`src/rtl/hdlverifier_trigger_unit.sv`:
```
// -----------------------------------------------------------------------------
// hdlverifier_trigger_unit
//
// Programmable trigger-condition generator that sits directly in front of the
// data-capture block. Probe samples are registered (stage 1), checked against
// a masked compare / edge condition, qualified by a hit count and a
// post-trigger holdoff, and emitted (stage 2) as a single-cycle trigger. The
// trigger stays cycle-aligned with the delayed data and clock enable.
//
// Handshake: clk_enable is a plain sample-valid qualifier with no back-pressure.
// A sample is consumed on every clk edge where clk_enable = 1. The pipeline
// advances on every clk whatever clk_enable is, so data_out, clk_enable_out and
// trigger_out always describe the sample presented two cycles earlier.
//
// Ports:
//   clk, reset        clock; asynchronous active-high reset
//   clk_enable        sample valid
//   data_in           probe data
//   run               arm request; its rising edge latches the configuration
//   trig_value        compare value
//   trig_mask         1 = bit takes part in the compare / change detect
//   trig_mode         0 match, 1 mismatch, 2 enter-match, 3 leave-match,
//                     4 any-change, 5-7 disabled
//   trig_count        qualifying hits per trigger (0 behaves as 1)
//   holdoff           enabled samples ignored after each trigger
//   data_out          data_in delayed by 2 cycles
//   clk_enable_out    clk_enable delayed by 2 cycles
//   trigger_out       one-cycle trigger aligned with data_out
//   armed             FSM is in ARMED
//   hit_count         current qualified-hit count
// -----------------------------------------------------------------------------
module hdlverifier_trigger_unit #(
    parameter int DATA_WIDTH = 8,
    parameter int CNT_WIDTH  = 8
) (
    input  logic                  clk,
    input  logic                  reset,
    input  logic                  clk_enable,
    input  logic [DATA_WIDTH-1:0] data_in,
    input  logic                  run,
    input  logic [DATA_WIDTH-1:0] trig_value,
    input  logic [DATA_WIDTH-1:0] trig_mask,
    input  logic [2:0]            trig_mode,
    input  logic [CNT_WIDTH-1:0]  trig_count,
    input  logic [CNT_WIDTH-1:0]  holdoff,
    output logic [DATA_WIDTH-1:0] data_out,
    output logic                  clk_enable_out,
    output logic                  trigger_out,
    output logic                  armed,
    output logic [CNT_WIDTH-1:0]  hit_count
);

    typedef enum logic [1:0] {
        ST_IDLE    = 2'd0,
        ST_ARMED   = 2'd1,
        ST_HOLDOFF = 2'd2
    } state_t;

    localparam logic [CNT_WIDTH-1:0] CNT_ONE = {{(CNT_WIDTH-1){1'b0}}, 1'b1};

    // Stage 1
    logic [DATA_WIDTH-1:0] data1_q, data1_d;
    logic                  en1_q, en1_d;
    logic                  live1_q, live1_d;
    logic                  run_d1_q, run_d1_d;

    // Latched configuration
    logic [DATA_WIDTH-1:0] cfg_value_q, cfg_value_d;
    logic [DATA_WIDTH-1:0] cfg_mask_q, cfg_mask_d;
    logic [2:0]            cfg_mode_q, cfg_mode_d;
    logic [CNT_WIDTH-1:0]  cfg_count_q, cfg_count_d;
    logic [CNT_WIDTH-1:0]  cfg_holdoff_q, cfg_holdoff_d;

    // Previous-sample state for edge modes
    logic [DATA_WIDTH-1:0] prev_d_q, prev_d_d;
    logic                  prev_match_q, prev_match_d;
    logic                  prev_valid_q, prev_valid_d;

    // FSM and counters
    state_t                state_q, state_d;
    logic [CNT_WIDTH-1:0]  hit_q, hit_d;
    logic [CNT_WIDTH-1:0]  hold_q, hold_d;

    // Stage 2
    logic [DATA_WIDTH-1:0] data_out_q, data_out_d;
    logic                  en_out_q, en_out_d;
    logic                  trig_out_q, trig_out_d;

    // Decision intermediates
    logic                  arm_edge;
    logic                  eval;
    logic                  match;
    logic                  change;
    logic                  hit;
    logic [CNT_WIDTH-1:0]  target;
    logic [CNT_WIDTH-1:0]  hit_inc;

    always_comb begin
        arm_edge = run & ~run_d1_q;

        // Stage 1. live1 marks samples presented while the FSM was already
        // out of IDLE, so the sample sitting in the arm cycle is never
        // evaluated: the first evaluable sample is the one after the edge.
        data1_d  = data_in;
        en1_d    = clk_enable;
        live1_d  = (state_q != ST_IDLE);
        run_d1_d = run;

        cfg_value_d   = arm_edge ? trig_value : cfg_value_q;
        cfg_mask_d    = arm_edge ? trig_mask  : cfg_mask_q;
        cfg_mode_d    = arm_edge ? trig_mode  : cfg_mode_q;
        cfg_count_d   = arm_edge ? trig_count : cfg_count_q;
        cfg_holdoff_d = arm_edge ? holdoff    : cfg_holdoff_q;

        // A decision taken while run = 0 can never trigger.
        eval   = en1_q & live1_q & run & (state_q != ST_IDLE);
        match  = ((data1_q & cfg_mask_q) == (cfg_value_q & cfg_mask_q));
        change = |((data1_q ^ prev_d_q) & cfg_mask_q);

        hit = 1'b0;
        case (cfg_mode_q)
            3'd0:    hit = match;
            3'd1:    hit = ~match;
            3'd2:    hit = prev_valid_q & match & ~prev_match_q;
            3'd3:    hit = prev_valid_q & ~match & prev_match_q;
            3'd4:    hit = prev_valid_q & change;
            default: hit = 1'b0;
        endcase

        target  = (cfg_count_q == '0) ? CNT_ONE : cfg_count_q;
        hit_inc = hit_q + CNT_ONE;

        // History tracks every enabled evaluated sample, holdoff included.
        prev_d_d     = prev_d_q;
        prev_match_d = prev_match_q;
        prev_valid_d = prev_valid_q;
        if (arm_edge) begin
            prev_valid_d = 1'b0;
        end else if (eval) begin
            prev_d_d     = data1_q;
            prev_match_d = match;
            prev_valid_d = 1'b1;
        end

        state_d    = state_q;
        hit_d      = hit_q;
        hold_d     = hold_q;
        trig_out_d = 1'b0;

        if (!run) begin
            state_d = ST_IDLE;
            hit_d   = '0;
            hold_d  = '0;
        end else begin
            case (state_q)
                ST_IDLE: begin
                    hit_d  = '0;
                    hold_d = '0;
                    if (arm_edge) begin
                        state_d = ST_ARMED;
                    end
                end
                ST_ARMED: begin
                    if (eval && hit) begin
                        if (hit_inc == target) begin
                            trig_out_d = 1'b1;
                            hit_d      = '0;
                            if (cfg_holdoff_q != '0) begin
                                state_d = ST_HOLDOFF;
                                hold_d  = cfg_holdoff_q;
                            end
                        end else begin
                            hit_d = hit_inc;
                        end
                    end
                end
                ST_HOLDOFF: begin
                    if (eval) begin
                        if (hold_q <= CNT_ONE) begin
                            state_d = ST_ARMED;
                            hold_d  = '0;
                        end else begin
                            hold_d = hold_q - CNT_ONE;
                        end
                    end
                end
                default: begin
                    state_d = ST_IDLE;
                    hit_d   = '0;
                    hold_d  = '0;
                end
            endcase
        end

        data_out_d = data1_q;
        en_out_d   = en1_q;
    end

    always_ff @(posedge clk or posedge reset) begin
        if (reset) begin
            data1_q       <= '0;
            en1_q         <= 1'b0;
            live1_q       <= 1'b0;
            run_d1_q      <= 1'b0;
            cfg_value_q   <= '0;
            cfg_mask_q    <= '0;
            cfg_mode_q    <= '0;
            cfg_count_q   <= '0;
            cfg_holdoff_q <= '0;
            prev_d_q      <= '0;
            prev_match_q  <= 1'b0;
            prev_valid_q  <= 1'b0;
            state_q       <= ST_IDLE;
            hit_q         <= '0;
            hold_q        <= '0;
            data_out_q    <= '0;
            en_out_q      <= 1'b0;
            trig_out_q    <= 1'b0;
        end else begin
            data1_q       <= data1_d;
            en1_q         <= en1_d;
            live1_q       <= live1_d;
            run_d1_q      <= run_d1_d;
            cfg_value_q   <= cfg_value_d;
            cfg_mask_q    <= cfg_mask_d;
            cfg_mode_q    <= cfg_mode_d;
            cfg_count_q   <= cfg_count_d;
            cfg_holdoff_q <= cfg_holdoff_d;
            prev_d_q      <= prev_d_d;
            prev_match_q  <= prev_match_d;
            prev_valid_q  <= prev_valid_d;
            state_q       <= state_d;
            hit_q         <= hit_d;
            hold_q        <= hold_d;
            data_out_q    <= data_out_d;
            en_out_q      <= en_out_d;
            trig_out_q    <= trig_out_d;
        end
    end

    assign data_out       = data_out_q;
    assign clk_enable_out = en_out_q;
    assign trigger_out    = trig_out_q;
    assign armed          = (state_q == ST_ARMED);
    assign hit_count      = hit_q;

endmodule
```
`config.mk`:
```
export PLATFORM = sky130hd
export DESIGN_NAME = hdlverifier_trigger_unit
export DESIGN_NICKNAME = d
export VERILOG_FILES = /design/src/rtl/hdlverifier_trigger_unit.sv
export SDC_FILE = /design/constraint.sdc
export NUM_CORES = 1
export LEC_CHECK = 0
export CORE_ASPECT_RATIO = 0.9
export CORE_MARGIN = 5
export CORE_UTILIZATION = 57
export DETAILED_ROUTE_END_ITERATION = 16
export PLACE_DENSITY = 0.85
export SYNTH_ARGS = -nofsm -noshare
export SYNTH_HDL_FRONTEND = slang
export SYNTH_SLANG_ARGS = --single-unit
export TNS_END_PERCENT = 50
```
`constraint.sdc`:
```
create_clock -name clk -period 4.85 [get_ports clk]
set_clock_uncertainty 0.2 [all_clocks]
set_input_delay 1.2125 -clock clk [delete_from_list [all_inputs] [get_ports clk]]
set_output_delay 1.2125 -clock clk [all_outputs]
set_load 0.005 [all_outputs]
```
After elaboration in Yosys (flattened, before gate mapping)
Cells that the tools add are included.
Operators by class
  bitwise gates (word level): 17
  eq/ne operators: 15
  reductions and logical operators: 12
  $lt $le $gt $ge: 1
  $add $sub $neg: 2
  muxes and demuxes: 27
Operators by type and width (number)
  8-bit two-way mux: 10
  8-bit one-hot mux with 2 select lines: 2
  8-bit bitwise AND: 3
  8-bit equality test: 2
  2-bit two-way mux: 7
  1-bit bitwise AND: 9
  3-bit by 2-bit != test with 1-bit output (second input constant): 3
  3-bit != test (second input constant): 3
  8-bit by 1-bit adder with 8-bit output (second input constant): 1
  8-bit by 1-bit less-or-equal comparator with 1-bit output (second input constant): 1
  8-bit zero test: 1
  8-bit nonzero test: 1
  8-bit OR reduction: 1
  8-bit by 1-bit subtractor with 8-bit output (second input constant): 1
  8-bit XOR: 1
  3-bit by 2-bit equality test with 1-bit output (second input constant): 2
  1-bit two-way mux: 6
  2-bit one-hot mux with 3 select lines: 1
  6-bit AND reduction: 1
  1-bit one-hot mux with 5 select lines: 1
  1-bit inverter: 4
  2-bit AND reduction: 2
  4-bit AND reduction: 1
  2-bit nonzero test: 2
  other kinds (8): 8
Storage, ports and cells
  input bits: 47
  bits in registers: 84
  output and inout bits: 19
  word-level logic and storage cells: 92

Longest topological paths before layout
Gate-level depths: netlist of run 1.
  word-level depth: 10
  depth in mapped cells: 9
  mapped depth without buffers: 9

Worst setup path after synthesis of run 1
No wires, ideal clock.
  path type: input -> register
  from: input port run
  to: register cfg_count_q[7]
  data arrival time: 2331 ps
  data required time: 4525 ps
  slack: 2194 ps
  cell stages on the path: 4
  path buffers: 2
  library setup time: 125 ps
  path through: nor2b_1 > clkbuf_1 > buf_1 > mux2_2
Between the ends
  word-level cells in the longest chain between the ends: 1
Ends and longest elaborated chain
  start: declaration: line 40  | input logic run,
  1-bit bitwise AND: line 99  | arm_edge = run & ~run_d1_q;
  end signal: assignment: line 227  | cfg_count_q <= cfg_count_d;
  end: declaration: line 71  | logic [CNT_WIDTH-1:0] cfg_count_q, cfg_count_d;
No other way between the ends.
A chain may end at the register's enable or synchronous reset.

Worst setup path after layout of run 1
  from: input port run
  to: register hit_q[4] (netlist: hit_count[4])
Between the ends
  word-level cells in the longest chain between the ends: 5
  elaborated cells between the ends (all ways): 7
  classes of those cells: eq/ne (2); mux (1); bitwise (2); reduce/logical (2)
Ends and longest elaborated chain
  1-bit bitwise AND (2 in a row): line 116  | eval = en1_q & live1_q & run & (state_q != ST_IDLE);
  1-bit logical AND: line 164  | if (eval && hit) begin
  3-bit by 2-bit != test with 1-bit output (no line)
  2-bit AND reduction (no line)
  end signal: assignment: line 233  | hit_q <= hit_d;
  end: declaration: line 81  | logic [CNT_WIDTH-1:0] hit_q, hit_d;
Parallel ways exist; a longest one is shown, timed or not.

==> summary.md, run 1 <==
| Metric | Value |
|---|---|
| Synth Flop Type | `dfrtp_1` |
| Die ar. | `8820 sq um` |
| Antenna-violating nets left | `0` |
| Die Span Y | `89.6 um` |
| Synth Warn # | `0` |
| GP Congestion | `0.877` |
| EDFF count, synth | `0` |
| Worst vdd ir | `0.000235 V` |
| Post-DP HPWL | `6.56 mm` |
| CP delay by family, top | `compound AO/OA/AOI/OAI gates` |
| Syn Nets | `382` |
| Post-synthesis register bit count | `84` |
| Cells after Synth | `328` |
| First-pass GRT wire length | `14.4 mm` |
| Top-count cell post-synth | `dfrtp_1` |
| Share of power burned in registers | `0.491` |
| Crit path kind | `in -> reg` |
| Required time worst endpoint | `4.91 ns` |
| Filler Cells Inserted | `524` |
| Rel. slew slack | `0.443` |
| Num CTS Buffers | `9` |
| CP Data Arrival Time | `3.50 ns` |
| Critical Path Fanout Max | `16` |
| Worst hold path class | `reg -> reg` |
| P&R area growth vs syn | `22.9%` |
| Hold Path Stages | `0` |
| Ant diodes | `0` |
| Crit share post-route | `0.710` |
| Power share of the clock group | `0.252` |
| Top cell type's share of synthesized area | `0.524` |
| Unrepaired setup endpoints after global routing | `no` |
| CTS tree | `built` |
| CTS Hold Bufs | `0` |
| Initial antenna violation count | `0` |
| Net Sw Power | `558 uW` |
| Synth area leader | `dfrtp_1` |
| Final Max Tran Viols | `0` |
| Post-CTS Setup Inserts | `0` |
| CP max stage delay | `0.79 ns` |
| Final core utilization | `0.707` |
| PortBufs | `65` |
| Clk pin slew, worst setup/hold paths | `0.08 ns` |
| Synth area leaders | `dfrtp_1 52%, mux2_2 12%, xor2_1 3.7%` |
| Hold Path Sink | `clk_enable_out$_DFF_PP0_` |
| Ys async rst share | `1.00` |
| Max-Cap Viols | `0` |
| Synth cell count leaders | `84 x dfrtp_1, 44 x mux2_2, 26 x nand2_1, 17 x xor2_1` |
| R2r setup slk | `1.94 ns` |
| Comb power frac | `0.257` |
| Largest net degree at the start of global routing | `43` |
| Setup violators final | `0` |
| I/O pins | `66` |
| Distinct cells, synth | `57` |
| Worst R2R Path Depth | `8` |
| Final hold slack | `0.245 ns` |
| Layout net count | `450` |
| Setup TNS | `0 ns` |
| DRC Markers | `0` |
| Die W | `98.4 um` |
| Clock tree buffer depth | `2` |
| Final WL | `8.73 mm` |
| DR vias | `2905` |
| Worst-skew pair later-pin latency | `0.35 ns` |
| Core box area | `6970 sq um` |
| R2R Path End | `hold_q[7]$_DFFE_PP0P_` |
| Root Buffer | `clkbuf_8` |
| Status | `complete, no violations` |
| Min-delay src | `en1_q$_DFF_PP0_` |
| Pwr Density | `362 nW/um^2` |
| Minimum clock period | `3.45 ns` |
| P_leak | `0.00205 uW` |
| Initial DRT Pass Iterations | `4` |
| WL/cell | `17.7 um` |
| P_int | `1230 uW` |
| Drt initial violations | `180` |
| GRT Overall Usage | `0.208` |
| Post-Syn Area | `4010 sq um` |
| Max Freq | `290 MHz` |
| Vias in the first global route | `2969` |
| Rows | `29` |
| Final hold vios | `0` |
| Total power draw | `1780 uW` |
| Critical R2R Launch | `hit_count[0]$_DFFE_PP0P_` |
| Vias/cell | `5.88` |
| Crit path cell chain | `clkdlybuf4s50_1 -> nand2_1 -> o21ai_0 -> a21oi_1 -> a21bo_2 -> o31ai_1` |
| Layout cells sized above 1 | `0.209` |
| Post-CTS sizing | `0` |
| Register area share after synthesis | `0.524` |
| Starting Density | `0.576` |
| Critical path buffers and inverters | `1` |
| Crit path capture type | `flip-flop` |
| Syn avg cell area | `12.2 sq um` |
| Slowest cell on the critical path | `clkdlybuf4s50_1` |
| Critical Path Source Type | `input pin` |
| Measured slew at the worst slew-check pin | `0.827 ns` |
| Sinks on Clock Net | `84` |
| Grt total ovfl | `0` |
| CTS H-Tree Depth | `3` |
| Sw Ratio | `0.313` |
-- registers in the layout (all words and copies together) (netlist names), 2 cells and up --
register / cells
cfg_count_q: 8
hit_count: 8
prev_d_q: 8
cfg_holdoff_q: 8
data1_q: 8
cfg_mode_q: 3
hold_q: 8
data_out: 8
cfg_value_q: 8
state_q: 2
cfg_mask_q: 8
-- cell usage in the layout, fill, tap and decap left out, types with 2 or more instances in the layout --
| cell type | instances |
|---|---|
| dfrtp_1 | 84 |
| clkdlybuf4s50_1 | 65 |
| mux2_2 | 44 |
| nand2_1 | 26 |
| xor2_1 | 17 |
| o21ai_0 | 10 |
| a21oi_1 | 10 |
| nand3_1 | 10 |
| inv_1 | 9 |
| xnor2_1 | 9 |
| clkbuf_8 | 9 |
| nor2_1 | 8 |
| a22oi_1 | 8 |
| o31ai_1 | 8 |
| ha_1 | 7 |
| a221o_2 | 5 |
| nand4_1 | 4 |
| o211ai_1 | 4 |
| mux2i_1 | 4 |
| o2bb2ai_1 | 4 |
| and4_1 | 3 |
| buf_4 | 3 |
| or2_2 | 2 |
| or3_1 | 2 |
| nor2b_1 | 2 |
| nor3b_1 | 2 |
| a31oi_1 | 2 |
| nor4_1 | 2 |
| nor3_1 | 2 |
| mux2_4 | 2 |
| clkinv_2 | 2 |
| clkinvlp_4 | 2 |
-- routing by layer --
| layer | vias to the layer above | GRT usage | wire length (um) |
|---|---|---|---|
| li1 | 1339 | - | - |
| met1 | 1435 | 0.265 | 3750 |
| met2 | 110 | 0.344 | 4240 |
| met3 | 21 | 0.0494 | 484 |
| met4 | 0 | 0.0918 | 255 |
| met5 | - | 0 | 0 |
-- through the flow --
step / instances / worst slack, ns / area, sq um
6_report: 494 / 1.40 / 4930
4_1_cts: 494 / 1.43 / 4930
2_1_floorplan: 328 / 1.27 / 4010
3_3_place_gp: 478 / 1.26 / 4750
5_1_grt: 494 / 1.18 / 4930
3_5_place_dp: 478 / 1.08 / 4750
-- final cells by class --
type	count	area [sq um]	area share
clock buffer	10	128	0.0259
clock inverter	6	48.8	0.00990
multi-input combinational	222	1820	0.369
sequential	84	2100	0.427
tap	93	116	0.0236
inverter	11	42.5	0.00863
timing repair buffer	68	673	0.137
-- kinds of logic after synthesis --
kind of cell | Yosys count | share of synthesized area
AO/OA/AOI/OAI | 65 | 0.129
XOR/XNOR | 26 | 0.0568
adder cells (fa/ha/maj) | 7 | 0.0218
buffers and inverters | 22 | 0.0246
flip-flops | 84 | 0.524
multiplexers | 50 | 0.141
AND/OR/NAND/NOR | 74 | 0.102
-- power by group through the flow --
stage	clock (uW)	sequential, uW	combinational [uW]
2_1_floorplan	0	866	327
3_3_place_gp	0	883	434
3_5_place_dp	0	889	456
4_1_cts	457	876	458
5_1_grt	490	889	501
6_report	449	876	459
-- worst max path at each step --
stage | from | cells past startpoint | end
after floorplan | reset | 1 | cfg_count_q[0]$_DFFE_PP0P_
after global placement | run | 7 | state_q[0]$_DFFE_PP0P_
after detailed placement | run | 6 | hit_count[4]$_DFFE_PP0P_
after CTS | run | 6 | hit_count[4]$_DFFE_PP0P_
after global routing | run | 6 | hit_count[4]$_DFFE_PP0P_
final | run | 6 | hit_count[4]$_DFFE_PP0P_
No activity file was read; power rests on OpenSTA's default activity.
==> inputs of run 2 (changes only) <==
- CORE_UTILIZATION: 57 -> 48
- PLACE_DENSITY: 0.85 -> 0.76
- clock period: 4.85 -> 3.1 ns (I/O delays scaled with it)
==> summary.md, run 2 (same netlist as run 1, synthesis figures left out) <==
| Metric | Value |
|---|---|
| Worst-skew pair later-pin latency | `0.35 ns` |
| DRC Markers | `0` |
| Unrepaired setup endpoints after global routing | `no` |
| Crit path capture type | `primary output` |
| Filler Cells Inserted | `670` |
| PortBufs | `65` |
| CTS H-Tree Depth | `3` |
| Initial antenna violation count | `0` |
| Antenna-violating nets left | `0` |
| Starting Density | `0.495` |
| Setup TNS | `0 ns` |
| Clk pin slew, worst setup/hold paths | `0.09 ns` |
| Crit path kind | `reg -> out` |
| I/O pins | `66` |
| CP max stage delay | `0.59 ns` |
| Die W | `106 um` |
| Largest net degree at the start of global routing | `85` |
| GP Congestion | `0.898` |
| Critical path buffers and inverters | `2` |
| WL/cell | `16.7 um` |
| Num CTS Buffers | `9` |
| Total power draw | `2980 uW` |
| Max-Cap Viols | `0` |
| Final Max Tran Viols | `0` |
| CTS Hold Bufs | `0` |
| Ant diodes | `0` |
| Worst hold path class | `reg -> reg` |
| Minimum clock period | `2.86 ns` |
| Clock tree buffer depth | `2` |
| Post-CTS Setup Inserts | `0` |
| Final core utilization | `0.623` |
| Slowest cell on the critical path | `clkdlybuf4s50_1` |
| Measured slew at the worst slew-check pin | `0.580 ns` |
| Sequential cell area | `2100 sq um` |
| First-pass GRT wire length | `14.6 mm` |
| Layout net count | `456` |
| Placed inst area | `4820 sq um` |
| Status | `complete, no violations` |
| Layout cells sized above 1 | `0.224` |
| DR vias | `2860` |
| Post-DP HPWL | `6.25 mm` |
| Crit share post-route | `0.922` |
| Root Buffer | `clkbuf_8` |
| Commonest non-fill, non-tap cell in the layout | `dfrtp_1` |
| Required time worst endpoint | `2.12 ns` |
| Crit path cell chain | `inv_1 -> ha_1 -> clkdlybuf4s50_1` |
| CP delay by family, top | `buffers and inverters` |
| Drt initial violations | `137` |
| Critical Path Source Type | `flip-flop` |
| Initial DRT Pass Iterations | `4` |
| GRT Overall Usage | `0.175` |
| Worst vdd ir | `0.000304 V` |
| Post-CTS sizing | `0` |
| CP Data Arrival Time | `1.88 ns` |
| Final WL | `8.46 mm` |
| Setup violators final | `0` |
| Grt total ovfl | `0` |
| Final hold vios | `0` |
| Multi-input gate area | `1820 sq um` |
| Final instance area | `5050 sq um` |
| Die ar. | `10300 sq um` |
| P_leak | `0.00212 uW` |
| Rows | `31` |
| P&R area growth vs syn | `25.9%` |
| Vias in the first global route | `2995` |
| Leading cell types in the layout, fill and taps excluded | `84 x dfrtp_1, 65 x clkdlybuf4s50_1, 44 x mux2_2` |
| Pwr Density | `591 nW/um^2` |
| Rel. slew slack | `0.609` |
| Vias/cell | `5.65` |
| Die Span Y | `96.7 um` |
| Critical Path Fanout Max | `12` |
| CTS tree | `built` |
| Sinks on Clock Net | `84` |
| Core box area | `8110 sq um` |
| Max Freq | `350 MHz` |
run 2: cell types whose count changed in the layout (fill, tap and decap cells not counted), sizes merged:
cell	delta
buf	+6
bufinv	+2
clkbuf	-1
clkinv	-2
clkinvlp	-1
inv	+2
run 2: cell type report:
cell class                      count  share of cell area
Tap cell                           99              0.0245
Timing Repair Buffer               74               0.145
Clock buffer                        9              0.0245
Inverter                           11             0.00892
Sequential cell                    84               0.416
Multi-Input combinational cell    222               0.360
Clock inverter                      7              0.0208
run 2: layer usage:
layer / track usage / part of all wire / vias to the layer above
met5: 0 / 0 / -
met4: 0.0448 / 0.011 / 0
met3: 0.0493 / 0.050 / 7
met2: 0.286 / 0.48 / 64
met1: 0.229 / 0.46 / 1443
li1: - / - / 1346
run 2: final timing paths:
kind	cells past startpoint	slack [ns]	from	to
min reg2reg	0	0.26	data1_q[0]$_DFF_PP0_	data_out[0]$_DFF_PP0_
max	3	0.24	state_q[1]$_DFFE_PP0P_	armed
max reg2reg	8	0.29	hit_count[0]$_DFFE_PP0P_	hold_q[5]$_DFFE_PP0P_
max in group asynchronous	3	1.65	reset	cfg_count_q[3]$_DFFE_PP0P_
min in group asynchronous	3	0.66	reset	data_out[5]$_DFF_PP0_
min	0	0.26	data1_q[0]$_DFF_PP0_	data_out[0]$_DFF_PP0_
run 2: stage by stage:
| step | instances | hold WS [ns] | setup slack [ns] |
|---|---|---|---|
| 2_1_floorplan | 328 | 0.167 | 0.480 |
| 3_3_place_gp | 490 | 0.242 | 0.207 |
| 3_5_place_dp | 490 | 0.247 | 0.121 |
| 4_1_cts | 506 | 0.271 | 0.244 |
| 5_1_grt | 506 | 0.280 | 0.129 |
| 6_report | 506 | 0.263 | 0.243 |
run 2: worst register-to-register path: stages (launching register included):
cell and delay [ns]:
dfrtp_1 0.47, ha_1 0.31, and3_4 0.22, and4_1 0.21, nor4b_4 0.31, nand4_2 0.18
a211oi_4 0.33, o21ai_4 0.16, mux2_4 0.32
run 2: power by group:
group	total [uW]	switching, uW	leakage, uW	internal [uW]
Sequential	1370	123	0.00104	1250
Clock	895	426	0.000118	469
Combinational	717	330	0.000960	387
